--- src/rtl/uart_pulse_cmd_parser.sv ---
`default_nettype none
// ============================================================================
//  Module   : uart_pulse_cmd_parser
//  Brief    : Assembles 8-byte UART command frames, validates them, latches the
//             pulse parameters, fires functionGenerate and replies ack/nack.
//  Revision : 1.0 - initial release
// ============================================================================
module uart_pulse_cmd_parser #(
  parameter logic [7:0] HEADER      = 8'h07,
  parameter logic [7:0] CMD_FIRE    = 8'h01,
  parameter logic [7:0] CMD_CFG     = 8'h00,
  parameter logic [7:0] ACK_BYTE    = 8'hA5,
  parameter logic [7:0] NACK_BYTE   = 8'hEE,
  parameter int         TIMEOUT_CYC = 104_166
) (
  input  logic       sys_clk,
  input  logic       sys_rst,
  input  logic [7:0] po_data,
  input  logic       po_flag,
  output logic [6:0] pulse_width1,
  output logic [6:0] pulse_width2,
  output logic [6:0] pulse_gap,
  output logic       fire,
  output logic       frame_ok,
  output logic       frame_err,
  output logic [1:0] err_code,
  output logic [7:0] tx_data,
  output logic       tx_flag
);

  localparam int               c_TW = $clog2(TIMEOUT_CYC + 1);
  localparam logic [c_TW-1:0]  c_TO = c_TW'(TIMEOUT_CYC);

  typedef enum logic [1:0] {
    S_IDLE  = 2'd0,
    S_RECV  = 2'd1,
    S_CHECK = 2'd2
  } state_t;

  state_t          r_state;
  logic [2:0]      r_idx;
  logic [c_TW-1:0] r_timer;
  logic [7:0]      r_buf [8];

  logic [7:0]      w_xor;
  logic            w_cmd_ok;
  logic            w_range_bad;
  logic            w_hdr;

  always_comb begin
    w_xor = 8'h00;
    for (int i = 0; i < 8; i++) begin
      w_xor = w_xor ^ r_buf[i];
    end
  end

  assign w_cmd_ok    = (r_buf[1] == CMD_FIRE) || (r_buf[1] == CMD_CFG);
  assign w_range_bad = r_buf[3][7] | r_buf[4][7] | r_buf[5][7];
  assign w_hdr       = po_flag && (po_data == HEADER);

  always_ff @(posedge sys_clk) begin
    if (sys_rst) begin
      r_state      <= S_IDLE;
      r_idx        <= 3'd0;
      r_timer      <= '0;
      for (int i = 0; i < 8; i++) begin
        r_buf[i] <= 8'h00;
      end
      pulse_width1 <= 7'd0;
      pulse_width2 <= 7'd0;
      pulse_gap    <= 7'd0;
      fire         <= 1'b0;
      frame_ok     <= 1'b0;
      frame_err    <= 1'b0;
      err_code     <= 2'b00;
      tx_data      <= 8'h00;
      tx_flag      <= 1'b0;
    end else begin
      fire      <= 1'b0;
      frame_ok  <= 1'b0;
      frame_err <= 1'b0;
      tx_flag   <= 1'b0;
      case (r_state)
        S_IDLE: begin
          if (w_hdr) begin
            r_buf[0] <= po_data;
            r_idx    <= 3'd1;
            r_timer  <= '0;
            r_state  <= S_RECV;
          end
        end
        S_RECV: begin
          // The timeout takes precedence over a byte arriving in the same cycle.
          if (r_timer == c_TO) begin
            frame_err <= 1'b1;
            err_code  <= 2'b01;
            r_idx     <= 3'd0;
            r_timer   <= '0;
            r_state   <= S_IDLE;
          end else if (po_flag) begin
            r_buf[r_idx] <= po_data;
            r_timer      <= '0;
            if (r_idx == 3'd7) begin
              r_idx   <= 3'd0;
              r_state <= S_CHECK;
            end else begin
              r_idx <= r_idx + 3'd1;
            end
          end else begin
            r_timer <= r_timer + c_TW'(1);
          end
        end
        S_CHECK: begin
          tx_flag <= 1'b1;
          if (w_xor != 8'h00) begin
            frame_err <= 1'b1;
            err_code  <= 2'b10;
            tx_data   <= NACK_BYTE;
          end else if (!w_cmd_ok || w_range_bad) begin
            frame_err <= 1'b1;
            err_code  <= 2'b11;
            tx_data   <= NACK_BYTE;
          end else begin
            pulse_width1 <= r_buf[3][6:0];
            pulse_width2 <= r_buf[4][6:0];
            pulse_gap    <= r_buf[5][6:0];
            frame_ok     <= 1'b1;
            fire         <= (r_buf[1] == CMD_FIRE);
            err_code     <= 2'b00;
            tx_data      <= ACK_BYTE;
          end
          // A header arriving while the previous frame is judged opens the next frame.
          if (w_hdr) begin
            r_buf[0] <= po_data;
            r_idx    <= 3'd1;
            r_timer  <= '0;
            r_state  <= S_RECV;
          end else begin
            r_state <= S_IDLE;
          end
        end
        default: r_state <= S_IDLE;
      endcase
    end
  end

endmodule
`default_nettype wire

--- config.mk ---
export PLATFORM = sky130hd
export DESIGN_NAME = uart_pulse_cmd_parser
export DESIGN_NICKNAME = d
export VERILOG_FILES = /design/src/rtl/uart_pulse_cmd_parser.sv
export SDC_FILE = /design/constraint.sdc
export NUM_CORES = 1
export LEC_CHECK = 0
export BUFFER_PORTS_ARGS = -buffer_cell sky130_fd_sc_hd__buf_2
export CORE_UTILIZATION = 45
export DETAILED_ROUTE_END_ITERATION = 8
export PLACE_DENSITY_LB_ADDON = 0.15
export REMOVE_ABC_BUFFERS = 1
export SLEW_MARGIN = 20
export SYNTH_ARGS = -nofsm -noshare
export SYNTH_HDL_FRONTEND = slang
export SYNTH_SLANG_ARGS = --single-unit
--- constraint.sdc ---
create_clock -name sys_clk -period 4.98 [get_ports sys_clk]
set_input_delay 0 -clock sys_clk [delete_from_list [all_inputs] [get_ports sys_clk]]
set_output_delay 0 -clock sys_clk [all_outputs]
set_load 0.02 [all_outputs]
==> results.toml <==
[drt]
wl_um = 11250
drc = 5
ant_nets = 0
via_count = 3545
viasPerCell = 5.093
avgRoutedWirePerCell_um = 16.17
drtIter0Drc = 174
dr.pass1.iters = 6

[die]
rows = 39
start_util = 0.4669
die_area_mm2 = 0.01239
die_w_um = 111.3
die_h_um = 111.3
io-pin-count = 46
coreArea_mm2 = 0.01152

[critical_path]
startpoint_type = "flip-flop"
reg2regPathDepth = 5
timing.rr.start = "r_timer[8]"
crit_end = "r_buf[4][2]"
critPathLaunch = "r_timer[8]"
r2r_setup_slack_ns = 2.23
arrival_ns = 2.89
path_class = "reg2reg"
crit_path_end_kind = "flip-flop"
crit_fanout = 9
crit_required_ns = 5.12
r2r_end = "r_buf[4][2]"

[sta]
tns_ns = 0
finalSetupViolations = 0
max_freq_ghz = 0.3639
max_slew.worst_pin.slew_ns = 1.083
rsz0062_at_grt = "no"
post-route-period-util = 0.5518
fin_crit_ns = 2.748
slew_viol_final = 0
slew_headroom = 0.2702
skew_ns = 0.007600
hold_viol_final = 0

[layout]
fin_nets = 559
diodes = 0
drive_gt1_frac = 0.1483
final_cell_mix = "67 x and2_1, 64 x edfxtp_1, 62 x nand2_1"
syn_to_final_growth_pct = 16.57
final_common_cell = "and2_1"
nFillCells = 1045

[global_routing]
antenna_found_initial = 0
grt_pass1_vias = 3429
gr-total-overflow = 0
grt_max_degree = 55
track_usage = 0.1957
grt_pass1_wl_um = 18130

[yosys]
synth-seq-cells = 116
syn_inst = 492
ys_types = 43
yosysWarnings = 0
synthFlopType = "edfxtp_1"
synth-seq-area-share = 0.5511
synth_top_area_cell = "edfxtp_1"
avgSynthCellArea_um2 = 10.93
synth_area_mm2 = 0.005376
async_reset_ff_frac = 0
synth_area_leaders = "edfxtp_1 36%, dfxtp_1 19%, xnor2_1 9.8%"
synth_edf_count = 64
synth_top_area_share = 0.3575

[cts]
cts_made_buffers = 17
clock_latency_ns = 0.41
numClockSinks = 116
holdBufCountCts = 1
cts_root_buffer = "clkbuf_16"
htree_levels = 4
post_cts_buffers = 0
clockBufferDepth = 2
cts.repair.resized = 0
cts.clk_slew.worst_paths_ns = 0.05
cts_tree = "done"

[flow_run]
maxCapViolations = 0

[power_and_ir_drop]
peakVddDrop_uv = 229.4
p_leak_uw = 0.002346
p_total_uw = 2280
power.density_mw_per_mm2 = 363.8

[min_path]
min_path_type = "in2reg"

[placement]
port_buffers = 44
gp_congestion = 0.7786
hpwl_um = 7833

[run_status]
violations = "DRC"
status = "complete, but fails checks"
stage by stage:
step / instances / worst slack (ns) / cell area (µm²) / utilization / hold slack (ns)
final: 696 / 2.232 / 6267 / 0.5442 / 0.05114
after global routing: 696 / 2.015 / 6267 / 0.5442 / 0.05579
after CTS: 696 / 2.143 / 6261 / 0.5437 / 0.04584
after detailed placement: 663 / 2.153 / 5703 / 0.4952 / 0.3825
after global placement: 663 / 2.334 / 5703 / 0.4952 / 0.3814
after floorplan: 475 / 1.697 / 5288 / - / 0.06907
report_power, final:
| group | internal, µW | switching (µW) |
|---|---|---|
| clock network | 719 | 409 |
| logic | 42.5 | 69.1 |
| registers | 1030 | 12.7 |
| total | 1790 | 491 |
logic make-up (layout without fill, tap and decap cells):
| kind of cell | Yosys count | after routing | synth area share |
|---|---|---|---|
| buffers and inverters | 26 | 87 | 0.02281 |
| adder cells (fa/ha/maj) | 8 | 8 | 0.01862 |
| AND/OR/NAND/NOR | 220 | 220 | 0.2174 |
| AO/OA/AOI/OAI | 31 | 31 | 0.03770 |
| multiplexers | 22 | 22 | 0.04096 |
| flip-flops | 116 | 116 | 0.5511 |
| other | 1 | 1 | 0.0006975 |
| XOR/XNOR | 68 | 68 | 0.1108 |
registers in the layout (all words and copies together), names as in the netlist:
register	cells
frame_ok	1
r_state	2
pulse_gap	7
pulse_width2	7
r_timer	17
err_code	2
frame_err	1
pulse_width1	7
fire	1
r_idx	3
tx_flag	1
tx_data	3
r_buf	64
worst min path at each step:
| stage | startpoint | to | slack (ns) | cells after the start |
|---|---|---|---|---|
| global route | po_data[5] | r_buf[2][5] | 0.06 | 2 |
| floorplan | sys_rst | r_timer[1] | 0.07 | 1 |
| detailed placement | sys_rst | r_idx[0] | 0.38 | 2 |
| CTS | po_data[5] | r_buf[6][5] | 0.05 | 2 |
| finish | po_data[5] | r_buf[6][5] | 0.05 | 2 |
| global placement | sys_rst | r_timer[0] | 0.38 | 2 |
layout make-up:
| class | instances | area, µm² | area share |
|---|---|---|---|
| clock inverters | 14 | 118.9 | 0.01897 |
| well taps | 143 | 178.9 | 0.02855 |
| flip-flops and latches | 116 | 2963 | 0.4727 |
| multi-input cells | 350 | 2306 | 0.3679 |
| clock buffers | 18 | 429.2 | 0.06848 |
| repair buffers | 46 | 237.7 | 0.03793 |
| inverters | 9 | 33.78 | 0.005390 |
cell usage after synthesis (2+ instances only):
cell / n
buf_2: 5
a21oi_1: 10
and2_1: 67
edfxtp_1: 64
o21ai_0: 12
nand4_1: 6
or4_1: 2
and3_1: 4
xnor2_1: 60
inv_1: 8
nand3_1: 11
or4b_1: 2
nand4b_1: 2
dfxtp_1: 52
nor3_1: 8
nor4_1: 7
ha_1: 8
or2_2: 3
buf_4: 5
nand2b_1: 2
nor2b_1: 2
nor2_1: 31
xor2_1: 8
clkbuf_1: 7
or3_1: 5
mux2i_1: 22
o21a_1: 2
nand2_1: 62
layer usage:
layer,part of all wire,vias up,global-route usage
met5,0,-,0
met4,0.018,0,0.08739
met3,0.042,16,0.04647
met2,0.47,78,0.3021
met1,0.47,1678,0.2625
li1,-,1773,-
critical path: stages (launching register included):
cell     delay, ns
dfxtp_1       0.34
or4b_1        0.60
o41ai_2       0.61
or2_1         0.32
nor3_1        0.19
or2_2         0.42
Note: power is estimated with default switching activity, not from simulation.
